--- src/rtl/stream_to_enable.sv ---
// Valid/ready stream into a DEPTH-entry FIFO, drained one word per tick as an
// enable-qualified, held output word. Empty ticks raise a saturating underrun count.
module stream_to_enable #(
  parameter int WIDTH = 1,
  parameter int DEPTH = 4
) (
  input  logic                         clk,
  input  logic                         reset_n,
  input  logic                         tick,
  input  logic                         flush,
  input  logic [WIDTH-1:0]             in_data,
  input  logic                         in_valid,
  output logic                         in_ready,
  output logic [WIDTH-1:0]             out_data,
  output logic                         out_en,
  output logic                         underrun,
  output logic [15:0]                  underrun_count,
  output logic [$clog2(DEPTH+1)-1:0]   level
);
  localparam int PW = $clog2(DEPTH);
  localparam int LW = $clog2(DEPTH+1);
  localparam logic [LW-1:0] FULL = LW'(DEPTH);

  logic [DEPTH-1:0][WIDTH-1:0] mem_q, mem_d;
  logic [PW-1:0]               wr_ptr_q, wr_ptr_d, rd_ptr_q, rd_ptr_d;
  logic [LW-1:0]               level_q, level_d;
  logic [WIDTH-1:0]            out_data_q, out_data_d;
  logic                        out_en_q, out_en_d;
  logic                        underrun_q, underrun_d;
  logic [15:0]                 cnt_q, cnt_d;
  logic                        wr, rd, urun;

  // Ready depends only on registered occupancy, never on in_valid.
  assign in_ready = (level_q != FULL);

  // Reads look only at registered level, so a word written this cycle into
  // an empty FIFO cannot be popped until the next tick.
  always_comb begin
    wr   = in_valid && in_ready && !flush;
    rd   = tick && (level_q != '0) && !flush;
    urun = tick && (level_q == '0) && !flush;

    mem_d      = mem_q;
    wr_ptr_d   = wr_ptr_q;
    rd_ptr_d   = rd_ptr_q;
    level_d    = level_q;
    out_data_d = out_data_q;
    out_en_d   = rd;
    underrun_d = urun;
    cnt_d      = cnt_q;

    if (wr) begin
      mem_d[wr_ptr_q] = in_data;
      wr_ptr_d        = wr_ptr_q + 1'b1;
    end
    if (rd) begin
      out_data_d = mem_q[rd_ptr_q];
      rd_ptr_d   = rd_ptr_q + 1'b1;
    end
    case ({wr, rd})
      2'b10:   level_d = level_q + 1'b1;
      2'b01:   level_d = level_q - 1'b1;
      default: level_d = level_q;
    endcase
    if (urun && cnt_q != 16'hFFFF) cnt_d = cnt_q + 16'd1;

    if (flush) begin
      wr_ptr_d = '0;
      rd_ptr_d = '0;
      level_d  = '0;
    end
  end

  always_ff @(posedge clk or negedge reset_n) begin
    if (!reset_n) begin
      mem_q      <= '0;
      wr_ptr_q   <= '0;
      rd_ptr_q   <= '0;
      level_q    <= '0;
      out_data_q <= '0;
      out_en_q   <= 1'b0;
      underrun_q <= 1'b0;
      cnt_q      <= '0;
    end else begin
      mem_q      <= mem_d;
      wr_ptr_q   <= wr_ptr_d;
      rd_ptr_q   <= rd_ptr_d;
      level_q    <= level_d;
      out_data_q <= out_data_d;
      out_en_q   <= out_en_d;
      underrun_q <= underrun_d;
      cnt_q      <= cnt_d;
    end
  end

  assign out_data       = out_data_q;
  assign out_en         = out_en_q;
  assign underrun       = underrun_q;
  assign underrun_count = cnt_q;
  assign level          = level_q;
endmodule

--- config.mk ---
export PLATFORM = sky130hd
export DESIGN_NAME = stream_to_enable
export DESIGN_NICKNAME = d
export VERILOG_FILES = /design/src/rtl/stream_to_enable.sv
export SDC_FILE = /design/constraint.sdc
export NUM_CORES = 1
export LEC_CHECK = 0
export ABC_AREA = 1
export ABC_CLOCK_PERIOD_IN_PS = 2110
export BUFFER_PORTS_ARGS = -buffer_cell sky130_fd_sc_hd__buf_4
export CAP_MARGIN = 30
export CELL_PAD_IN_SITES_DETAIL_PLACEMENT = 0
export CELL_PAD_IN_SITES_GLOBAL_PLACEMENT = 1
export CORE_ASPECT_RATIO = 0.75
export CORE_MARGIN = 2
export CORE_UTILIZATION = 41
export DETAILED_ROUTE_END_ITERATION = 8
export GPL_TIMING_DRIVEN = 0
export PLACE_DENSITY_LB_ADDON = 0.12
export SLEW_MARGIN = 20
export SYNTH_ARGS = -nofsm -noshare
export SYNTH_HDL_FRONTEND = slang
export SYNTH_SLANG_ARGS = --single-unit
--- constraint.sdc ---
create_clock -name clk -period 2.11 [get_ports clk]
set_input_delay 0.211 -clock clk [delete_from_list [all_inputs] [get_ports clk]]
set_output_delay 0.211 -clock clk [all_outputs]
set_load 0.02 [all_outputs]
Word-level counts from Yosys, hierarchy flattened. Cells that the tools add are included.

Input port bits: 6. Bits in registers: 30. Output and inout bits: 23.

Order comparisons: 3. Reductions and logical operators: 14. Eq/ne operators: 4. Mux-type cells: 11. Add/subtract/negate cells: 5.

Operators with widths (number): $add 16x1->16 const B (1); $ne 16x16->1 const B (1); $logic_and 1x1->1 (8); $mux 2 (4); $lt 2x3->1 const B (2); $pmux 3 s2 (1); $reduce_bool 3->1 (2); $add 2x1->2 const B (2); $bwmux 4 (1); $reduce_bool 2->1 (2); $add 3x1->3 const B (1); $logic_not 3->1 (1); $mux 3 (1); $ne 3x3->1 const B (1); $sub 3x1->3 const B (1); $bmux 1 s2 (1); $demux 1 s2 (1); $eq 2x1->1 const B (1); $eq 2x2->1 const B (1); $ge 2x1->1 const B (1); $mux 1 (2); $logic_not 1->1 (1).

Logic depth before layout (Yosys ltp). Gate-level depths: netlist of the first run.

Depth after elaboration: 6. Depth in mapped cells: 12. Mapped depth without buffers: 12.

Least setup slack after synthesis of the first run. No wires, ideal clock.

Kind: register -> register. Start: register level_q[0], in the netlist level[0]. End: register level_q[2], in the netlist level[2]. Data required time: 1992 ps. Stages on the path, launching flop included: 13. Arrival: 1894 ps. Clock period less this slack: 2011 ps. Path slack: 99 ps. Cells stage by stage: dfrtp_1 -> nor2_4 -> nand2_1 -> nand2_1 -> nand2_1 -> inv_1 -> fa_1 -> xnor2_1 -> inv_1 -> nand2_1 -> nand2_1 -> nand3_1 -> nand2_1.

Cells in the longest elaborated chain, start to end: 6.

Ends and longest elaborated chain: from (decl) (RTL line 26) `logic [LW-1:0] level_q, level_d;`; from (signal assigned) (RTL line 88) `level_q <= level_d;`; $ne 3x3->1 * (RTL line 34) `assign in_ready = (level_q != FULL);`; named net in_ready (RTL line 13) `output logic in_ready,`; $logic_and 1x1->1 * (2 in series) (RTL line 39) `wr = in_valid && in_ready && !flush;`; $eq 2x1->1 / $eq 2x2->1 (equally long branches) (RTL line 60) `case ({wr, rd})`; $pmux 3 s2 (RTL line 60); $mux 3 (RTL line 67) `if (flush) begin`.

The timed path passes the listed nets; every way through them passes the cells marked *. A chain may end at the register's enable or synchronous reset.

Worst setup path after layout of the first run.
Start: register level_q[0], in the netlist level[0]. End: register level_q[2], in the netlist level[2].

Cells in the longest elaborated chain, start to end: 6.

Ends and longest elaborated chain (RTL line): $ne 3x3->1 / $reduce_bool 3->1 (equally long branches) (34, 40); $logic_and 1x1->1, on equally long branches (2 in series) (39, 40); $eq 2x1->1 / $eq 2x2->1 (equally long branches) (60); $pmux 3 s2 (60); $mux 3 (67).

Parallel ways exist; a longest one is shown, timed or not.

==> flow_metrics.py, run 1 <==
metrics = {
    "status": {
        "outcome": "finished clean",
    },
    "cts": {
        "cts.repair.resized": 0,
        "htreeDepth": 2,
        "clk_latency_ps": 290,
        "cts.clk_slew.worst_paths_ps": 70,
        "postCtsSetupRepairBufs": 0,
        "cts_tree": "yes",
        "clock-sinks": 30,
        "root_buffer": "clkbuf_8",
        "cts_buffer_depth": 2,
        "cts_buffers": 5,
    },
    "worst_hold_path": {
        "min_path_type": "in -> reg",
    },
    "route": {
        "routed_wl_mm": 3.81,
        "firstDrtPassIters": 4,
        "ant_nets": 0,
        "drc": 0,
        "drtIter0Drc": 84,
        "post_drt_wl_per_cell_um": 12.0,
        "via_per_inst": 4.60,
        "vias": 1453,
    },
    "layout": {
        "antenna_cells": 0,
        "seqCellArea_um2": 751,
        "fillCellCount": 422,
        "drive_gt1_share_pct": 22.6,
        "multi_input_area_um2": 900,
        "nNetsFinal": 272,
        "syn2layout_area_growth_pct": 22.6,
    },
    "worst_setup_path": {
        "end_kind": "register",
        "critPathTopFamily": "simple AND/OR/NAND/NOR gates",
        "cpPeakStageDelay_ps": 480,
        "cp_common_cell": "nand2_1",
        "crit_chain": "nor2_4, nand2_1, nand2_1, nand2_1, inv_1, fa_1, xnor2_1, inv_1, nand2_1, nand2_1, nand3_1, nand2_1",
        "r2r_setup_slack_ps": 220,
        "critPathArrivalTime_ps": 2080,
        "cp-start-kind": "register",
        "critical_path.max_fanout": 5,
        "ff2ff_path_depth": 12,
        "startpoint": "level[0]",
        "crit_slowest_cell": "dfrtp_1",
        "path_class": "reg -> reg",
        "cp.required_ps": 2300,
        "r2r-start": "level[0]",
        "crit_end": "level[2]",
        "path_buf_inv": 2,
        "r2r_end": "level[2]",
        "crit_cells": 12,
    },
    "logic_synthesis": {
        "syn_avg_cell_area_um2": 7.80,
        "ys_warn_count": 0,
        "synth-seq-area-share_pct": 42.9,
        "syn_inst": 224,
        "synth_edf_count": 0,
        "ys.flop_type": "dfrtp_1",
        "synth-seq-cells": 30,
        "synthesis.nets": 236,
        "synthDistinctLibCells": 25,
        "synth_area_mm2": 0.00175,
        "async_flop_share_pct": 100,
    },
    "placed_design": {
        "port_buffers": 28,
        "gp_congestion": 0.810,
        "dp_hpwl_mm": 2.75,
        "dp_slack_ps": 220,
    },
    "die": {
        "initial_core_util_pct": 42.9,
        "die_w_um": 79.4,
        "coreArea_mm2": 0.00408,
        "die_h_um": 60.5,
        "boundaryPins": 29,
        "dieArea_mm2": 0.00481,
        "rows": 20,
    },
    "timing": {
        "setup_slack_ps": 218,
        "max_freq_mhz": 528,
        "rsz0062_at_grt": "false",
        "drv_slew": 0,
        "fin_crit_sh_pct": 89.7,
        "tightest_slew_ps": 390,
        "period_needed_ps": 1890,
        "hold_viol": 0,
        "skew_ps": 1.64,
        "fin_setup_tns_ps": 0,
        "setup_viol": 0,
        "relSlewSlack_pct": 74.0,
    },
    "global_routing": {
        "grt_usage_pct": 18.2,
        "antenna_found_initial": 0,
        "grt_pass1_wl_mm": 6.38,
        "first_global_vias": 1291,
        "grt_max_degree": 31,
        "grt_overflow": 0,
    },
    "power_and_ir_drop": {
        "p_leak_uw": 0.00105,
        "power_density_mw_per_mm2": 1010,
        "ir_worst_vdd_mv": 0.585,
    },
    "job": {
        "max-cap-violations": 0,
    },
}
[through the flow]
step / instances / cell area [um2] / power (uW) / hold slack (ps) / util (%)
after floorplan: 224 / 1750 / 1350 / -84.6 / -
after global placement: 307 / 2030 / 1600 / 170 / 49.7
after detailed placement: 307 / 2030 / 1610 / 173 / 49.7
after CTS: 316 / 2140 / 2200 / 117 / 52.5
after global routing: 316 / 2140 / 2320 / 125 / 52.5
final: 316 / 2140 / 2170 / 127 / 52.5
[state kept, by name, indices dropped and copies added (netlist names)]
name,cells
underrun,1
out_en,1
underrun_count,16
level,3
rd_ptr_q,2
wr_ptr_q,2
out_data,1
mem_q,4
[how the worst min path moves through the flow]
stage / depth (start not counted) / endpoint / start / slack [ps]
final: 2 / rd_ptr_q[1] / flush / 130
after global routing: 2 / rd_ptr_q[1] / flush / 130
after CTS: 2 / rd_ptr_q[1] / flush / 120
after detailed placement: 1 / mem_q[1] / reset_n / 170
after global placement: 1 / mem_q[2] / reset_n / 170
after floorplan: 0 / level[0] / reset_n / -80
[cells in the mapped netlist, types with 2 or more instances]
cell	instances	share of area, %
a21oi_1	3	0.86
buf_6	2	1.3
dfrtp_1	30	43
ha_1	5	3.6
inv_1	15	3.2
inv_2	4	0.86
nand2_1	93	20
nand2_2	7	2.5
nand3_1	10	2.9
nor2_1	15	3.2
nor2_2	5	1.8
nor2_4	2	1.3
o21ai_0	10	2.9
xnor2_1	8	4.0
xor2_1	5	2.5
[repair_timing]
item	CTS	global route
endpoints found under the hold margin	30	0
endpoints found under the setup margin	0	0
hold buffers	1	0
[metal layers]
metal | vias up | GRT usage, % | part of all wire (%)
met1 | 661 | 28.0 | 56
met3 | 6 | 7.29 | 5.3
met5 | - | 0 | 0
met4 | 0 | 5.91 | 1.4
met2 | 23 | 22.6 | 37
li1 | 763 | - | -
[report_power, final]
group	switching, uW	internal (uW)
combinational	451	296
clock	232	353
sequential	142	701
total	825	1350
[cell type report]
class	count	share of cell area (%)
plain buffers	2	1.05
clock buffers	7	3.56
clock inverters	1	1.40
inverters	20	3.50
multi-input cells	172	42.0
flip-flops and latches	30	35.0
well taps	55	3.21
repair buffers	29	10.3
[placed cells by master (no fill, tap or decap), types with 2 or more instances in the layout]
cell type / Yosys / routed
clkbuf_8: 0 / 5
xnor2_1: 8 / 8
dfrtp_1: 30 / 30
ha_1: 5 / 5
buf_6: 2 / 2
buf_4: 0 / 28
inv_2: 4 / 4
nor2_4: 2 / 2
o21ai_0: 10 / 10
nand3_1: 10 / 10
inv_1: 15 / 15
nor2_2: 5 / 5
nand2_2: 7 / 7
xor2_1: 5 / 5
nand2_1: 93 / 93
clkbuf_1: 0 / 2
nor2_1: 15 / 15
a21oi_1: 3 / 3
[cell families after synthesis]
group	synth area share, %
XOR/XNOR	6.51
AO/OA/AOI/OAI	4.65
buffers and inverters	5.58
adder cells (fa/ha/maj)	4.72
AND/OR/NAND/NOR	35.6
flip-flops	42.9
No activity file was read; power rests on OpenSTA's default activity.
==> inputs of run 2 (changes only) <==
ABC_AREA = default   (was 1)
CORE_UTILIZATION = 28   (was 41)
==> run 2 against run 1 <==
Against the previous run: global-route usage is 5.8 points lower; register-to-register slack worse by 210 ps; utilization is 15 points lower; final area is 2.1% higher; die area is 38% higher; total power is 13% lower; final cell count is 17% lower; hold slack better by 47 ps; clock skew is 7.1 ps higher; synthesized cell count is 37% lower; sequential share of layout area is 0.55 points lower; clock power is 17% lower; critical endpoint unchanged; largest cell class unchanged; largest power group unchanged.
==> flow_metrics.py, run 2 <==
metrics = {
    "layout": {
        "seqCellArea_um2": 754,
        "mostFrequentLayoutCells": "37 x buf_4, 27 x dfrtp_1, 15 x xor2_1",
        "fin_cells": 263,
        "multi_input_area_um2": 917,
        "nNetsFinal": 196,
        "fillCellCount": 588,
        "syn2layout_area_growth_pct": 30.4,
        "largest_reg_flops": 16,
        "layout_commonest_cell": "buf_4",
        "antenna_cells": 0,
        "post-route-util_pct": 37.8,
        "drive_gt1_share_pct": 42.2,
    },
    "worst_setup_path": {
        "cp-start-kind": "register",
        "ff2ff_path_depth": 8,
        "cp.required_ps": 2310,
        "end_kind": "register",
        "path_class": "reg -> reg",
        "r2r_end": "level[2]",
        "critPathArrivalTime_ps": 2310,
        "critical_path.max_fanout": 4,
        "r2r-start": "level[2]",
        "r2r_setup_slack_ps": 3,
        "startpoint": "level[2]",
        "crit_end": "level[2]",
    },
    "logic_synthesis": {
        "synth-seq-area-share_pct": 44.7,
        "yosysMostFrequentCell": "dfrtp_1",
        "synth_edf_count": 0,
        "netlist.area_leader.share_pct": 44.7,
        "ys.flop_type": "dfrtp_1",
        "synth_area_mm2": 0.00168,
        "syn_inst": 141,
        "synthesis.nets": 153,
        "synthDistinctLibCells": 39,
        "yosys.area.top_type": "dfrtp_1",
        "ys_warn_count": 0,
        "synth-seq-cells": 30,
        "synth.area.top_cells": "dfrtp_1 45%, xor2_1 7.8%, a2111oi_2 6.3%, ha_1 3.7%, nand2_1 2.5%",
        "synth_common_cells": "30 x dfrtp_1, 15 x xor2_1, 11 x nand2_1",
        "syn_avg_cell_area_um2": 11.9,
        "async_flop_share_pct": 100,
    },
    "power_and_ir_drop": {
        "ir_worst_vdd_mv": 0.230,
        "p_leak_uw": 0.000964,
        "power_density_mw_per_mm2": 869,
    },
    "timing": {
        "hold_viol": 0,
        "setup_slack_ps": 2.86,
        "timing.hold.ws_ps": 174,
        "drv_slew": 0,
        "tightest_slew_ps": 462,
        "relSlewSlack_pct": 68.9,
        "period_needed_ps": 2110,
        "max_freq_mhz": 475,
        "rsz0062_at_grt": "true",
        "fin_crit_sh_pct": 99.9,
        "setup_viol": 0,
        "fin_setup_tns_ps": 0,
        "skew_ps": 8.78,
    },
    "placed_design": {
        "port_buffers": 27,
        "dp_hpwl_mm": 2.62,
        "place_inst": 246,
        "gp_congestion": 0.802,
        "dp_slack_ps": -132,
    },
    "die": {
        "boundaryPins": 29,
        "rows": 24,
        "dieArea_mm2": 0.00663,
        "die_w_um": 93.4,
        "initial_core_util_pct": 29.0,
        "coreArea_mm2": 0.00580,
        "die_h_um": 71.0,
    },
    "cts": {
        "cts_buffer_depth": 2,
        "cts_tree": "yes",
        "cts.clk_slew.worst_paths_ps": 70,
        "clock-sinks": 30,
        "root_buffer": "clkbuf_8",
        "clk_latency_ps": 280,
        "cts_buffers": 5,
        "htreeDepth": 2,
    },
    "route": {
        "vias": 1254,
        "routed_wl_mm": 3.81,
        "via_per_inst": 4.77,
        "firstDrtPassIters": 4,
        "drc": 0,
        "ant_nets": 0,
        "post_drt_wl_per_cell_um": 14.5,
        "drtIter0Drc": 67,
    },
    "global_routing": {
        "first_global_vias": 1238,
        "grt_overflow": 0,
        "antenna_found_initial": 0,
        "grt_pass1_wl_mm": 6.34,
        "grt_usage_pct": 12.4,
        "grt_max_degree": 31,
    },
    "worst_hold_path": {
        "min_path_type": "in -> reg",
    },
    "job": {
        "max-cap-violations": 0,
    },
    "status": {
        "outcome": "finished clean",
    },
}
## run 2: changes by cell type in the layout (fill, tap and decap cells not counted), moves of 7 or more
cell and change:
a2111oi_2 +7, buf_4 +9, inv_1 -9, nand2_1 -83, nor2_1 -11, o21ai_0 -7, xor2_1 +10
## run 2: worst min path at each step
stage | from | endpoint | slack, ps | depth (start not counted)
after CTS | in_data | mem_q[1] | 160 | 2
after detailed placement | reset_n | out_en | 180 | 1
after floorplan | reset_n | level[0] | -80 | 0
after global placement | reset_n | mem_q[0] | 170 | 1
after global routing | in_data | mem_q[2] | 160 | 2
final | in_data | mem_q[1] | 170 | 2
## run 2: cells by family after synthesis
group	count (synthesis)	synth area share [%]
simple gates	43	17.2
buf+inv	11	3.06
compound gates	26	15.4
xor+xnor	18	9.40
fa+ha+maj	6	4.92
mux	7	5.37
flops	30	44.7
## run 2: worst max-delay path: stages (launching register included)
cell and delay [ps]:
dfrtp_2 440, o31ai_4 260, nor2_2 90, and2_4 150, fa_2 370, nand2b_4 150
o32a_1 280, o32a_1 170, a21oi_2 120
## run 2: what timing repair did
item | 4_1_cts | 5_1_grt
endpoints found under the hold margin | 30 | 0
hold buffers | 1 | 0
gates resized for setup | 2 | 1
pin swaps | 1 | 0
buffers inserted | 8 | 0
setup endpoints to repair | 1 | 1
## run 2: per-layer routing
layer | global-route usage [%] | part of all wire (%) | up-vias
li1 | - | - | 602
met1 | 19.1 | 54 | 621
met2 | 16.4 | 41 | 29
met3 | 3.83 | 4.9 | 2
met4 | 3.92 | 0.60 | 0
met5 | 0 | 0 | -
## run 2: layout make-up
class	count	share of cell area (%)
flip-flops and latches	30	34.5
clock buffers	6	3.77
clock inverters	2	0.572
well taps	78	4.46
multi-input cells	100	41.9
inverters	7	1.20
plain buffers	4	1.14
repair buffers	36	12.5
## run 2: power breakdown
group	internal, uW	leakage [uW]	switching (uW)
registers	684	0.000389	136
logic	287	0.000528	306
clock network	262	0.0000472	226
## run 2: through the flow
stage / power [uW] / instance area, um2
after floorplan: 1160 / 1710
after global placement: 1360 / 2010
after detailed placement: 1370 / 2010
after CTS: 1930 / 2180
after global routing: 2030 / 2190
final: 1900 / 2190
